## config.mk

```make
export PLATFORM = sky130hd
export DESIGN_NAME = line_arbiter
export DESIGN_NICKNAME = d
export VERILOG_FILES = /design/src/rtl/line_arbiter_pkg.sv /design/src/rtl/line_arbiter_ibuf.sv /design/src/rtl/line_arbiter.sv
export SDC_FILE = /design/constraint.sdc
export NUM_CORES = 1
export LEC_CHECK = 0
export ABC_AREA = 1
export ABC_CLOCK_PERIOD_IN_PS = 3470
export CORE_AREA = 2 2 281 283
export CTS_CLUSTER_DIAMETER = 80
export DETAILED_ROUTE_END_ITERATION = 8
export DIE_AREA = 0 0 283 285
export PLACE_DENSITY = 0.44
export SYNTH_ARGS = -nofsm -noshare
export SYNTH_HDL_FRONTEND = slang
export SYNTH_SLANG_ARGS = --single-unit
export TNS_END_PERCENT = 30
```

## constraint.sdc

```tcl
create_clock -name clk -period 3.47 [get_ports clk]
set_input_delay 0.8675 -clock clk [delete_from_list [all_inputs] [get_ports clk]]
set_output_delay 0.8675 -clock clk [all_outputs]
set_load 0.02 [all_outputs]
```

## src/rtl/line_arbiter_pkg.sv

```systemverilog
// Shared LC-3b memory-side types for the line arbiter and its optional ifetch line buffer.
package lc3b_types;

    typedef logic [127:0] lc3b_line;
    typedef logic [11:0]  lc3b_wb_adr;
    typedef logic [15:0]  lc3b_mem_sel;

    typedef enum logic [1:0] {
        IDLE,
        SERVE_I,
        SERVE_D,
        DONE
    } lc3b_arb_state;

    typedef enum logic {
        PORT_I = 1'b0,
        PORT_D = 1'b1
    } lc3b_arb_port;

endpackage

```

## src/rtl/line_arbiter_ibuf.sv

```systemverilog
// One-entry ifetch line buffer: a single tagged copy of the most recently fetched instruction line.
module ifetch_line_buffer
    import lc3b_types::*;
(
    input  logic       clk,
    input  logic       rst_n,
    input  lc3b_wb_adr lookup_addr,
    output logic       hit,
    output lc3b_line   line,
    input  logic       fill_en,
    input  lc3b_wb_adr fill_tag,
    input  lc3b_line   fill_line,
    input  logic       inv_en,
    input  lc3b_wb_adr inv_addr
);

    logic       valid;
    lc3b_wb_adr tag;

    always_ff @(posedge clk or negedge rst_n) begin
        if (!rst_n) begin
            valid <= 1'b0;
        end else if (fill_en) begin
            valid <= 1'b1;
        end else if (inv_en && valid && (inv_addr == tag)) begin
            valid <= 1'b0;
        end
    end

    // NOTE: tag and line are storage guarded by valid, so they are left out of reset.
    always_ff @(posedge clk) begin
        if (fill_en) begin
            tag  <= fill_tag;
            line <= fill_line;
        end
    end

    assign hit = valid && (tag == lookup_addr);

endmodule

```

## src/rtl/line_arbiter.sv

```systemverilog
// Round-robin arbiter sharing one physical memory port between ifetch and data line requests.
// Define LINE_ARBITER_IBUF_EN to add a one-entry ifetch line buffer in front of pmem.
module line_arbiter
    import lc3b_types::*;
(
    input  logic        clk,
    input  logic        rst_n,
    input  logic        ifetch_read,
    input  lc3b_wb_adr  ifetch_address,
    output lc3b_line    ifetch_rdata,
    output logic        ifetch_resp,
    input  logic        mem_read,
    input  logic        mem_write,
    input  lc3b_wb_adr  mem_address,
    input  lc3b_line    mem_wdata,
    input  lc3b_mem_sel mem_sel,
    output lc3b_line    mem_rdata,
    output logic        mem_resp,
    output logic        pmem_read,
    output logic        pmem_write,
    output lc3b_wb_adr  pmem_address,
    output lc3b_line    pmem_wdata,
    output lc3b_mem_sel pmem_sel,
    input  lc3b_line    pmem_rdata,
    input  logic        pmem_resp
);

    lc3b_arb_state state;
    lc3b_arb_port  last_served;
    lc3b_wb_adr    lat_addr;
    lc3b_line      lat_wdata;
    lc3b_mem_sel   lat_sel;

    logic     data_req;
    logic     grant_d;
    logic     grant_i;
    logic     ibuf_hit;
    lc3b_line ibuf_line;

    assign data_req = mem_read | mem_write;
    assign grant_d  = data_req && (!ifetch_read || last_served == PORT_I);
    assign grant_i  = ifetch_read && !grant_d;

`ifdef LINE_ARBITER_IBUF_EN
    logic ibuf_fill;
    logic ibuf_inv;

    assign ibuf_fill = (state == SERVE_I) && pmem_resp;
    assign ibuf_inv  = (state == IDLE) && grant_d && mem_write;

    ifetch_line_buffer u_ibuf (
        .clk        (clk),
        .rst_n      (rst_n),
        .lookup_addr(ifetch_address),
        .hit        (ibuf_hit),
        .line       (ibuf_line),
        .fill_en    (ibuf_fill),
        .fill_tag   (lat_addr),
        .fill_line  (pmem_rdata),
        .inv_en     (ibuf_inv),
        .inv_addr   (mem_address)
    );
`else
    assign ibuf_hit  = 1'b0;
    assign ibuf_line = '0;
`endif

    // pmem_* come only from the latched copy, so requesters may change inputs freely mid-transaction.
    assign pmem_address = lat_addr;
    assign pmem_wdata   = lat_wdata;
    assign pmem_sel     = lat_sel;

    always_ff @(posedge clk or negedge rst_n) begin
        if (!rst_n) begin
            state        <= IDLE;
            last_served  <= PORT_I;
            lat_addr     <= '0;
            lat_wdata    <= '0;
            lat_sel      <= '0;
            pmem_read    <= 1'b0;
            pmem_write   <= 1'b0;
            ifetch_resp  <= 1'b0;
            mem_resp     <= 1'b0;
            ifetch_rdata <= '0;
            mem_rdata    <= '0;
        end else begin
            case (state)
                IDLE: begin
                    if (ifetch_read && ibuf_hit && !data_req) begin
                        state        <= DONE;
                        last_served  <= PORT_I;
                        ifetch_resp  <= 1'b1;
                        ifetch_rdata <= ibuf_line;
                    end else if (grant_d) begin
                        state       <= SERVE_D;
                        last_served <= PORT_D;
                        lat_addr    <= mem_address;
                        lat_wdata   <= mem_wdata;
                        lat_sel     <= mem_sel;
                        // Read and write together resolve to a write.
                        pmem_write  <= mem_write;
                        pmem_read   <= !mem_write;
                    end else if (grant_i) begin
                        state       <= SERVE_I;
                        last_served <= PORT_I;
                        lat_addr    <= ifetch_address;
                        lat_wdata   <= '0;
                        lat_sel     <= '0;
                        pmem_read   <= 1'b1;
                        pmem_write  <= 1'b0;
                    end
                end
                SERVE_I, SERVE_D: begin
                    if (pmem_resp) begin
                        state      <= DONE;
                        pmem_read  <= 1'b0;
                        pmem_write <= 1'b0;
                        if (state == SERVE_I) begin
                            ifetch_resp  <= 1'b1;
                            ifetch_rdata <= pmem_rdata;
                        end else begin
                            mem_resp  <= 1'b1;
                            mem_rdata <= pmem_rdata;
                        end
                    end
                end
                DONE: begin
                    state       <= IDLE;
                    ifetch_resp <= 1'b0;
                    mem_resp    <= 1'b0;
                end
                default: state <= IDLE;
            endcase
        end
    end

endmodule

```

== Yosys cells after proc, flatten, opt, wreduce, memory -nomap -nowiden ==
Cells that the tools add are included.
Cells by class
  equality and inequality tests: 7
  mux-type cells: 24
  bitwise operators: 4
  reduce and logical (&&, ||, !) cells: 18
Operators with widths (number)
  $mux W128: 2
  $mux W16: 2
  $mux W12: 2
  $reduce_and A3 Y1: 5
  $mux W1: 10
  $pmux W1 S2: 4
  $mux W2: 3
  $ne A2 B2 Y1 const B: 3
  $pmux W2 S3: 1
  $reduce_bool A2 Y1: 3
  $eq A2 B2 Y1 const B: 2
  $reduce_and A2 Y1: 2
  $logic_not A1 Y1: 3
  $ne A3 B3 Y1 const B: 1
  $not A1 Y1: 3
  $eq A2 B1 Y1 const B: 1
  $logic_and A1 B1 Y1: 2
  $logic_not A2 Y1: 1
  $reduce_or A2 Y1: 1
  $logic_or A1 B1 Y1: 1
  $or A1 B1 Y1: 1
Storage, ports and cells
  register bits after elaboration: 419
  bits of input ports: 302
  output and inout bits: 416
  logic and storage cells: 64

== Depth between registers and ports, before layout ==
  depth after elaboration: 8
  gate-level depth with buffers: 8
  mapped depth without buffers: 7

== Least setup slack after synthesis ==
OpenSTA, ideal clock, no wires.
  path type: input to register
  from: in pmem_resp
  to: reg mem_rdata[100]
  setup time: 0.130 ns
  arrival: 1.574 ns
  required time: 3.340 ns
  slack: 1.766 ns
  stages: 6
  buffers on the path: 2
  path through: inv_1 > nor2_2 > nand2_2 > buf_2 > clkbuf_1 > o21ai_1
On the way
  longest elaborated chain between the ends: 1
RTL lines
  from (decl): line line_arbiter.sv:25  | input logic pmem_resp
  $reduce_and A3 Y1 (no source line)
  to (signal assigned): line line_arbiter.sv:123  | mem_rdata <= pmem_rdata;
  to (decl): line line_arbiter.sv:17  | output lc3b_line mem_rdata,
No other way between the ends.
A chain may end at the register's enable or synchronous reset.

== Final worst setup path ==
  from: reg lat_wdata[94], in the netlist pmem_wdata[94]
  to: out pmem_wdata[94]
RTL lines
  from (decl): line line_arbiter.sv:31  | lc3b_line lat_wdata;
  from (signal assigned): line line_arbiter.sv:98  | lat_wdata <= mem_wdata;
  to (decl): line line_arbiter.sv:22  | output lc3b_line pmem_wdata,
No word-level cell between the ends.

==> impl_metrics.toml <==
[status]
status = "finished clean"

[logic_synthesis]
syn_avg_cell_area_um2 = 9.36
asyncSetResetFlopFracSynth_pct = 100
yosys-top-cells-count = "481 x nand2_1, 419 x dfrtp_1, 303 x o21ai_0"
ys_ff_latch = 419
synthMuxAreaShare_pct = 0
synth-edff-count = 0
synth_most_common_cell = "nand2_1"
ys_types = 21
synth_cells = 1711
synth-xor-area-share_pct = 0
syn_nets = 2017
synthAdderAreaFrac_pct = 0.312
syn-cell-area_mm2 = 0.0160
synth_largest_area_cell = "dfrtp_1"
synth-seq-area-share_pct = 65.5
ys_warn_count = 0
synth_simple_gate_area_share_pct = 12.1
netlist.area_leader.share_pct = 65.5
synth_top_family_by_area = "compound AO/OA/AOI/OAI gates"
synthFlopType = "dfrtp_1"
ys_top_cells_by_area = "dfrtp_1 65%, nand2_1 11%, o21ai_0 9.5%"
synth_compound_area_share_pct = 12.7

[setup_path]
path_max_fanout = 2
path_delay_family = "buffers and inverters"
start_kind = "flop"
slowest_stage = "clkdlybuf4s50_1"
cp.arrival_ns = 1.70
ff2ff_setup_slack_ns = 1.44
r2r_end = "mem_rdata[3]"
worst-setup-path-type = "reg -> out"
cp-endpoint = "pmem_wdata[94]"
startpoint = "pmem_wdata[94]"
worstRegToRegCells = 5
critPathBufInv = 1
cp_slowest_stage_delay_ns = 0.76
cp_data_required_time_ns = 2.60
end_kind = "output pin"
cp_cell_sequence = "clkdlybuf4s50_1"
r2r-start = "state[0]"
cp_num_cells = 1

[floorplanning]
chipHeight_um = 285
dieArea_mm2 = 0.0807
die_x_um = 283
initial_core_util_pct = 20.5
ioPinCount = 718
coreArea_mm2 = 0.0780
row_count = 103

[global_route]
grt-ovfl-total = 0
track_usage_pct = 14.6
grt_max_degree = 89
antenna_found_initial = 8
grt_pass1_vias = 14600
grt_pass1_wl_um = 92000

[flow_run]
drv_cap = 0

[sta]
fmax_ghz = 0.390
hold_viol_final = 0
rsz0062_at_grt = "no"
slew_headroom_pct = 63.3
finalCritPeriodShare_pct = 73.9
final-setup-viol-count = 0
tightest_slew_ns = 0.550
fin_tns_setup_ns = 0
finalWorstSetupSlack_ns = 0.905
finClkSkew_ns = 0.0205
period_minus_slack_ns = 2.56
final_max_slew_viol_count = 0

[clocking]
clock-sinks = 419
cts_root_buf = "clkbuf_16"
clk_pin_slew_ns = 0.06
clockBufferDepth = 3
cts_resized = 0
htree_num_levels = 2
cts_buffers = 52
clk_latency_ns = 0.59
cts-hold-fix-buffers = 0
cts_tree = "done"
postCtsSetupRepairBufs = 0

[power_and_ir_drop]
irDropWorstVdd_mv = 0.518
pwr_density_cell_mw_per_mm2 = 999
comb_power_share_pct = 46.2
netSwitchingPower_mw = 10.4
p_int_mw = 16.0
power.switching_fraction_pct = 39.4
p_leak_nw = 12.4
pwr-share-seq_pct = 31.9
clockPowerShare_pct = 22.0

[finish]
syn_to_final_growth_pct = 64.6
layout-drive-gt1-share_pct = 5.19
fin_cells = 3521
nets = 2727
postLayoutCoreUtil_pct = 33.8

[place]
placed_cells = 3417
hpwlAfterDp_um = 44900
portBuffers = 717
gp_congestion = 0.812
pre_cts_ws_ns = 0.669

[detailed_routing]
drc = 0
drt_wl_total_um = 60000
ant_nets = 0
num_vias = 13800
drtPass1Iterations = 4
routed_via_density = 3.91
wl_per_cell_um = 17.0
first_iter_violations = 601

[hold_path]
hold_path.class = "in -> async"
## registers in the layout (all words and copies together) (netlist names)
| name | cells |
|---|---|
| mem_rdata | 128 |
| pmem_wdata | 128 |
| ifetch_resp | 1 |
| pmem_address | 12 |
| pmem_write | 1 |
| pmem_sel | 16 |
| ifetch_rdata | 128 |
| mem_resp | 1 |
| state | 2 |
| pmem_read | 1 |
| last_served | 1 |
## logic make-up after synthesis
group,after synthesis
compound gates,405
fa+ha+maj,4
buf+inv,377
flops,419
simple gates,506
## how the worst min path moves through the flow
stage          slack, ns              from           endpoint  depth (start not counted)
5_1_grt             0.15             rst_n  ifetch_rdata[103]                          1
4_1_cts             0.15             rst_n  ifetch_rdata[103]                          1
3_3_place_gp        0.46  ifetch_rdata[21]   ifetch_rdata[21]                          2
6_report            0.17             rst_n  ifetch_rdata[103]                          1
3_5_place_dp        0.47  pmem_address[10]   pmem_address[10]                          2
2_1_floorplan       0.46       last_served        last_served                          2
## layer usage
layer	track usage, %	up-vias	routed length (µm)
li1	-	6709	-
met1	16.2	6462	23200
met2	24.8	518	29000
met3	6.29	85	6030
met4	5.47	4	1720
met5	0	-	25
## power groups by stage
stage	combinational, mW	sequential, mW	clock, mW
2_1_floorplan	3.23	11.0	0
3_3_place_gp	12.3	8.40	0
3_5_place_dp	12.4	8.44	0
4_1_cts	12.4	8.43	6.00
5_1_grt	13.2	8.69	6.20
6_report	12.2	8.39	5.79
## through the flow
stage          hold WS, ns  total power, mW  cell area (µm²)
2_1_floorplan        0.461             14.2            16000
3_3_place_gp         0.465             20.7            24500
3_5_place_dp         0.467             20.8            24500
4_1_cts              0.154             26.8            26300
5_1_grt              0.154             28.1            26400
6_report             0.168             26.3            26400
## final cells by class
cell class | count | area [µm²]
Antenna cell | 7 | 17.5
Clock buffer | 75 | 1530
Clock inverter | 22 | 314
Fill cell | 8019 | 51600
Inverter | 284 | 1070
Multi-Input combinational cell | 915 | 4060
Sequential cell | 419 | 10500
Tap cell | 1050 | 1310
Timing Repair Buffer | 749 | 7570
## layout by cell type (no fill, tap or decap), types with 14 or more instances in the layout
master,instances
clkbuf_16,53
clkdlybuf4s50_1,716
o21ai_0,303
dfrtp_1,419
nand2_1,480
buf_4,20
o21ai_1,100
inv_1,283
nand3_1,14
Note: power is estimated with default switching activity, not from simulation.
